--- config.mk ---
export PLATFORM = sky130hd
export DESIGN_NAME = reg_cmd_ctrl
export DESIGN_NICKNAME = d
export VERILOG_FILES = /design/src/rtl/reg_cmd_ctrl.sv
export SDC_FILE = /design/constraint.sdc
export NUM_CORES = 1
export LEC_CHECK = 0
export CAP_MARGIN = 10
export CORE_MARGIN = 3
export CORE_UTILIZATION = 41
export DETAILED_ROUTE_END_ITERATION = 6
export PLACE_DENSITY = 0.76
export SYNTH_ARGS = -nofsm -noshare
export SYNTH_HDL_FRONTEND = slang
export SYNTH_SLANG_ARGS = --single-unit
--- constraint.sdc ---
create_clock -name CLK -period 1.68 [get_ports CLK]
set_clock_uncertainty 0.05 [all_clocks]
set_input_delay 0.336 -clock CLK [delete_from_list [all_inputs] [get_ports CLK]]
set_output_delay 0.336 -clock CLK [all_outputs]
set_load 0.02 [all_outputs]
--- src/rtl/reg_cmd_ctrl.sv ---
// reg_cmd_ctrl: UART byte-frame parser driving the register-file bus.
//   Write frame: WR_CMD, addr, data -> one-cycle RF_WrEn.
//   Read frame:  RD_CMD, addr       -> one-cycle RF_RdEn, then the read
//                response is forwarded to the transmitter once it is idle.
// Optional feature macro: CMD_TIMEOUT_EN (read-response timeout that replies
// with 8'hEE and pulses CMD_ERR when the register file never answers).
module reg_cmd_ctrl #(
  parameter int unsigned            DATA_WIDTH     = 8,
  parameter int unsigned            ADDR_WIDTH     = 4,
  parameter logic [DATA_WIDTH-1:0]  WR_CMD         = 8'hAA,
  parameter logic [DATA_WIDTH-1:0]  RD_CMD         = 8'hBB,
  parameter int unsigned            TIMEOUT_CYCLES = 16
) (
  input  logic                  CLK,
  input  logic                  RST,
  input  logic [DATA_WIDTH-1:0] RX_P_DATA,
  input  logic                  RX_D_VLD,
  output logic [ADDR_WIDTH-1:0] RF_Address,
  output logic                  RF_WrEn,
  output logic [DATA_WIDTH-1:0] RF_WrData,
  output logic                  RF_RdEn,
  input  logic [DATA_WIDTH-1:0] RF_RdData,
  input  logic                  RF_RdData_Valid,
  output logic [DATA_WIDTH-1:0] TX_P_DATA,
  output logic                  TX_D_VLD,
  input  logic                  TX_BUSY,
  output logic                  CMD_ERR
);

  typedef enum logic [2:0] {
    IDLE,
    WR_ADDR,
    WR_DATA,
    RD_ADDR,
    RD_WAIT,
    TX_SEND
  } state_t;

  state_t                state, state_nx;
  logic [ADDR_WIDTH-1:0] addr_nx;
  logic [DATA_WIDTH-1:0] wrdata_nx;
  logic [DATA_WIDTH-1:0] txdata_nx;
  logic                  wren_nx;
  logic                  rden_nx;
  logic                  txvld_nx;
  logic                  err_nx;

`ifdef CMD_TIMEOUT_EN
  localparam int unsigned           CNT_W        = $clog2(TIMEOUT_CYCLES + 1);
  localparam logic [CNT_W-1:0]      CNT_LAST     = CNT_W'(TIMEOUT_CYCLES - 1);
  localparam logic [DATA_WIDTH-1:0] TIMEOUT_BYTE = DATA_WIDTH'(8'hEE);

  logic [CNT_W-1:0] cnt, cnt_nx;
`endif

  // State and all registered outputs; synchronous reset clears everything.
  always_ff @(posedge CLK) begin
    if (RST) begin
      state      <= IDLE;
      RF_Address <= '0;
      RF_WrData  <= '0;
      TX_P_DATA  <= '0;
      RF_WrEn    <= 1'b0;
      RF_RdEn    <= 1'b0;
      TX_D_VLD   <= 1'b0;
      CMD_ERR    <= 1'b0;
`ifdef CMD_TIMEOUT_EN
      cnt        <= '0;
`endif
    end else begin
      state      <= state_nx;
      RF_Address <= addr_nx;
      RF_WrData  <= wrdata_nx;
      TX_P_DATA  <= txdata_nx;
      RF_WrEn    <= wren_nx;
      RF_RdEn    <= rden_nx;
      TX_D_VLD   <= txvld_nx;
      CMD_ERR    <= err_nx;
`ifdef CMD_TIMEOUT_EN
      cnt        <= cnt_nx;
`endif
    end
  end

  // Next-state and next-output decode; data registers hold unless loaded.
  always_comb begin
    state_nx  = state;
    addr_nx   = RF_Address;
    wrdata_nx = RF_WrData;
    txdata_nx = TX_P_DATA;
    wren_nx   = 1'b0;
    rden_nx   = 1'b0;
    txvld_nx  = 1'b0;
    err_nx    = 1'b0;
`ifdef CMD_TIMEOUT_EN
    cnt_nx    = cnt;
`endif

    case (state)
      IDLE: begin
        if (RX_D_VLD) begin
          if (RX_P_DATA == WR_CMD) begin
            state_nx = WR_ADDR;
          end else if (RX_P_DATA == RD_CMD) begin
            state_nx = RD_ADDR;
          end else begin
            err_nx = 1'b1;
          end
        end
      end

      WR_ADDR: begin
        if (RX_D_VLD) begin
          addr_nx  = RX_P_DATA[ADDR_WIDTH-1:0];
          state_nx = WR_DATA;
        end
      end

      WR_DATA: begin
        if (RX_D_VLD) begin
          wrdata_nx = RX_P_DATA;
          wren_nx   = 1'b1;
          state_nx  = IDLE;
        end
      end

      RD_ADDR: begin
        if (RX_D_VLD) begin
          addr_nx  = RX_P_DATA[ADDR_WIDTH-1:0];
          rden_nx  = 1'b1;
          state_nx = RD_WAIT;
`ifdef CMD_TIMEOUT_EN
          cnt_nx   = '0;
`endif
        end
      end

      RD_WAIT: begin
        // A stray byte here is dropped and flagged; the read still proceeds.
        if (RX_D_VLD) begin
          err_nx = 1'b1;
        end
        if (RF_RdData_Valid) begin
          txdata_nx = RF_RdData;
          state_nx  = TX_SEND;
        end
`ifdef CMD_TIMEOUT_EN
        else if (cnt == CNT_LAST) begin
          txdata_nx = TIMEOUT_BYTE;
          err_nx    = 1'b1;
          state_nx  = TX_SEND;
        end else begin
          cnt_nx = cnt + 1'b1;
        end
`endif
      end

      TX_SEND: begin
        if (RX_D_VLD) begin
          err_nx = 1'b1;
        end
        if (!TX_BUSY) begin
          txvld_nx = 1'b1;
          state_nx = IDLE;
        end
      end

      default: state_nx = IDLE;
    endcase
  end

endmodule

==> flow_metrics.py <==
metrics = {
    "setup_path": {
        "crit_slowest_cell": "clkdlybuf4s50_1",
        "start_kind": "flop",
        "worstSetupPathType": "reg2out",
        "cp_cell_sequence": "clkdlybuf4s50_1",
        "required_ns": 1.29,
        "critical_path.top_delay_family": "buffers and inverters",
        "cp_data_arrival_time_ns": 1.25,
        "cp_max_fo": 1,
        "path_buf_inv": 1,
        "worst_path_largest_cell_delay_ns": 0.59,
        "endpoint_kind": "output port",
    },
    "sta": {
        "slew_headroom_pct": 76.1,
        "fmax_ghz": 0.613,
        "period_share_pct": 97.1,
        "drv_slew": 0,
        "rsz0062_at_grt": "false",
        "tightest_slew_ns": 0.357,
        "finalHoldViolCount": 0,
        "finalSetupViolations": 0,
        "min_period_ns": 1.63,
        "fin_tns_setup_ns": 0,
    },
    "global_routing": {
        "grt_pass1_wl_um": 4260,
        "gr-usage-all-layers_pct": 16.3,
        "grt_max_degree": 26,
        "grt_antenna_before_repair": 0,
        "grt_pass1_vias": 981,
        "grt-ovfl-total": 0,
    },
    "clock_network": {
        "htree_num_levels": 1,
        "clockBufferDepth": 2,
        "cts.sinks": 27,
        "clockRootBuffer": "clkbuf_4",
        "cts_tree": "built",
        "clk_pin_slew_worst_paths_ns": 0.14,
        "hold_buffers": 0,
        "cts_buffers": 3,
        "clkLatencyLatePin_ns": 0.32,
    },
    "floorplan": {
        "ios": 45,
        "dieArea_um2": 3280,
        "die_w_um": 57.2,
        "start_util_pct": 46.0,
        "std_cell_rows": 17,
        "fp.dieH_um": 57.2,
        "core_area_um2": 2340,
    },
    "layout": {
        "final-instance-count-excl-fill": 186,
        "areaGrowthSynthToFinish_pct": 44.0,
        "post_route_cells_drive_above_1_share_pct": 5.70,
        "most-common-layout-cells": "dfxtp_1, clkdlybuf4s50_1, nor2_1",
        "antenna_cells": 0,
        "final_common_cell": "dfxtp_1",
        "fill_cells": 211,
        "layout.nets": 180,
        "fin_area_um2": 1550,
    },
    "logic_synthesis": {
        "syn-cell-area_um2": 1080,
        "syn_area_per_cell_um2": 9.44,
        "ys_top_cells_by_area": "dfxtp_1, mux2i_1, nor2_1",
        "seq_area_frac_synth_pct": 50.2,
        "synth_top_area_share_pct": 50.2,
        "yosysTopAreaCell": "dfxtp_1",
        "yosysUniqueCellTypes": 25,
        "ys_warn_count": 0,
        "ys_seq_elements": 27,
        "synthCells": 114,
        "synth_nets": 135,
    },
    "route": {
        "met3_length_um": 236,
        "drc_errors": 0,
        "drt_iter0_drc": 10,
        "drtPass1Iterations": 4,
        "num_vias": 947,
        "ant_nets": 0,
        "routed_wl_um": 2540,
        "route.top_layer_used": "met4",
        "wl_met2_um": 1280,
        "vias_per_cell": 5.09,
        "wire_per_inst_um": 13.7,
        "drt-met1-wl_um": 1020,
    },
    "placed_design": {
        "placed_cell_area_um2": 1530,
        "hpwl_um": 1890,
        "dp.cells": 182,
        "gp_congestion": 0.690,
        "portBuffers": 44,
    },
    "run": {
        "cap_violations": 0,
    },
    "run_status": {
        "status": "completed",
    },
    "pwr": {
        "power_density_nw_per_um2": 652,
        "vdd_drop_max_v": 0.000703,
        "leakage_nw": 0.742,
    },
    "worst_hold_path": {
        "hp-class": "reg2reg",
    },
}
==> worst paths after layout <==
check                from            to  cells past startpoint  slack, ns
max reg2reg      state[2]  TX_P_DATA[3]                      3       0.29
min          RF_WrData[7]  RF_WrData[7]                      2       0.41
min reg2reg  RF_WrData[7]  RF_WrData[7]                      2       0.41
max               RF_WrEn       RF_WrEn                      1       0.05
==> Yosys cell counts, drive strengths merged <==
cell type / number
or2: 1
inv: 3
o211a: 1
nor2b: 2
a41oi: 1
buf: 5
nor2: 17
nand3b: 1
and4b: 1
clkbuf: 3
dfxtp: 27
nand2b: 3
mux2i: 12
nor3: 1
a2bb2oi: 1
a2111o: 1
nand4bb: 1
o32ai: 2
a21oi: 8
nand2: 16
nand3: 1
xnor2: 1
a31oi: 3
and4bb: 2
==> per-stage QoR <==
step                      total power, mW  hold WS, ns  utilization (%)  setup slack (ns)
after floorplan                     0.684        0.401                -             0.458
after global placement              0.745        0.393             65.2           0.00360
after detailed placement            0.747        0.401             65.2           -0.0130
after CTS                            1.03        0.414             65.6          0.000628
after global routing                 1.05        0.429             66.2          0.000759
final                                1.01        0.409             66.2            0.0488
==> final cells by class <==
| type | instances | area [um^2] | share of cell area (%) |
|---|---|---|---|
| multi-input combinational | 76 | 469 | 30.3 |
| inverter | 3 | 11.3 | 0.727 |
| timing repair buffer | 48 | 467 | 30.1 |
| tap | 28 | 35.0 | 2.26 |
| clock buffer | 4 | 26.3 | 1.70 |
| sequential | 27 | 541 | 34.9 |
==> metal layers <==
layer,GRT usage (%),up-vias
met5,0,-
met4,1.99,0
met3,7.24,2
met2,28.7,33
met1,18.7,435
li1,-,477
==> repair_timing <==
item	in CTS	in global routing
endpoints found under the setup margin	15	6
resized for setup	15	6
pin swaps	0	0
buffers inserted	0	0
==> kinds of logic (layout without fill, tap and decap cells) <==
kind of cell / Yosys count / in the layout / synth area share [%]
AOI/OAI and AO/OA: 17 / 17 / 10.7
xor gates and xnor gates: 1 / 1 / 0.814
buffers and inverters: 11 / 55 / 6.16
DFF: 27 / 27 / 50.2
muxes: 12 / 12 / 11.2
and+or+nand+nor: 46 / 46 / 20.9
==> registers in the layout, indices dropped and copies added (netlist names) <==
register,cells
CMD_ERR,1
RF_Address,4
RF_RdEn,1
RF_WrData,8
RF_WrEn,1
TX_D_VLD,1
TX_P_DATA,8
state,3
==> where the power goes <==
| group | leakage (nW) | switching, mW | total, mW | internal (mW) |
|---|---|---|---|---|
| clock network | 0.0150 | 0.183 | 0.276 | 0.0931 |
| logic | 0.510 | 0.0335 | 0.0902 | 0.0566 |
| registers | 0.218 | 0.000700 | 0.643 | 0.642 |
Note: power is estimated with default switching activity, not from simulation.
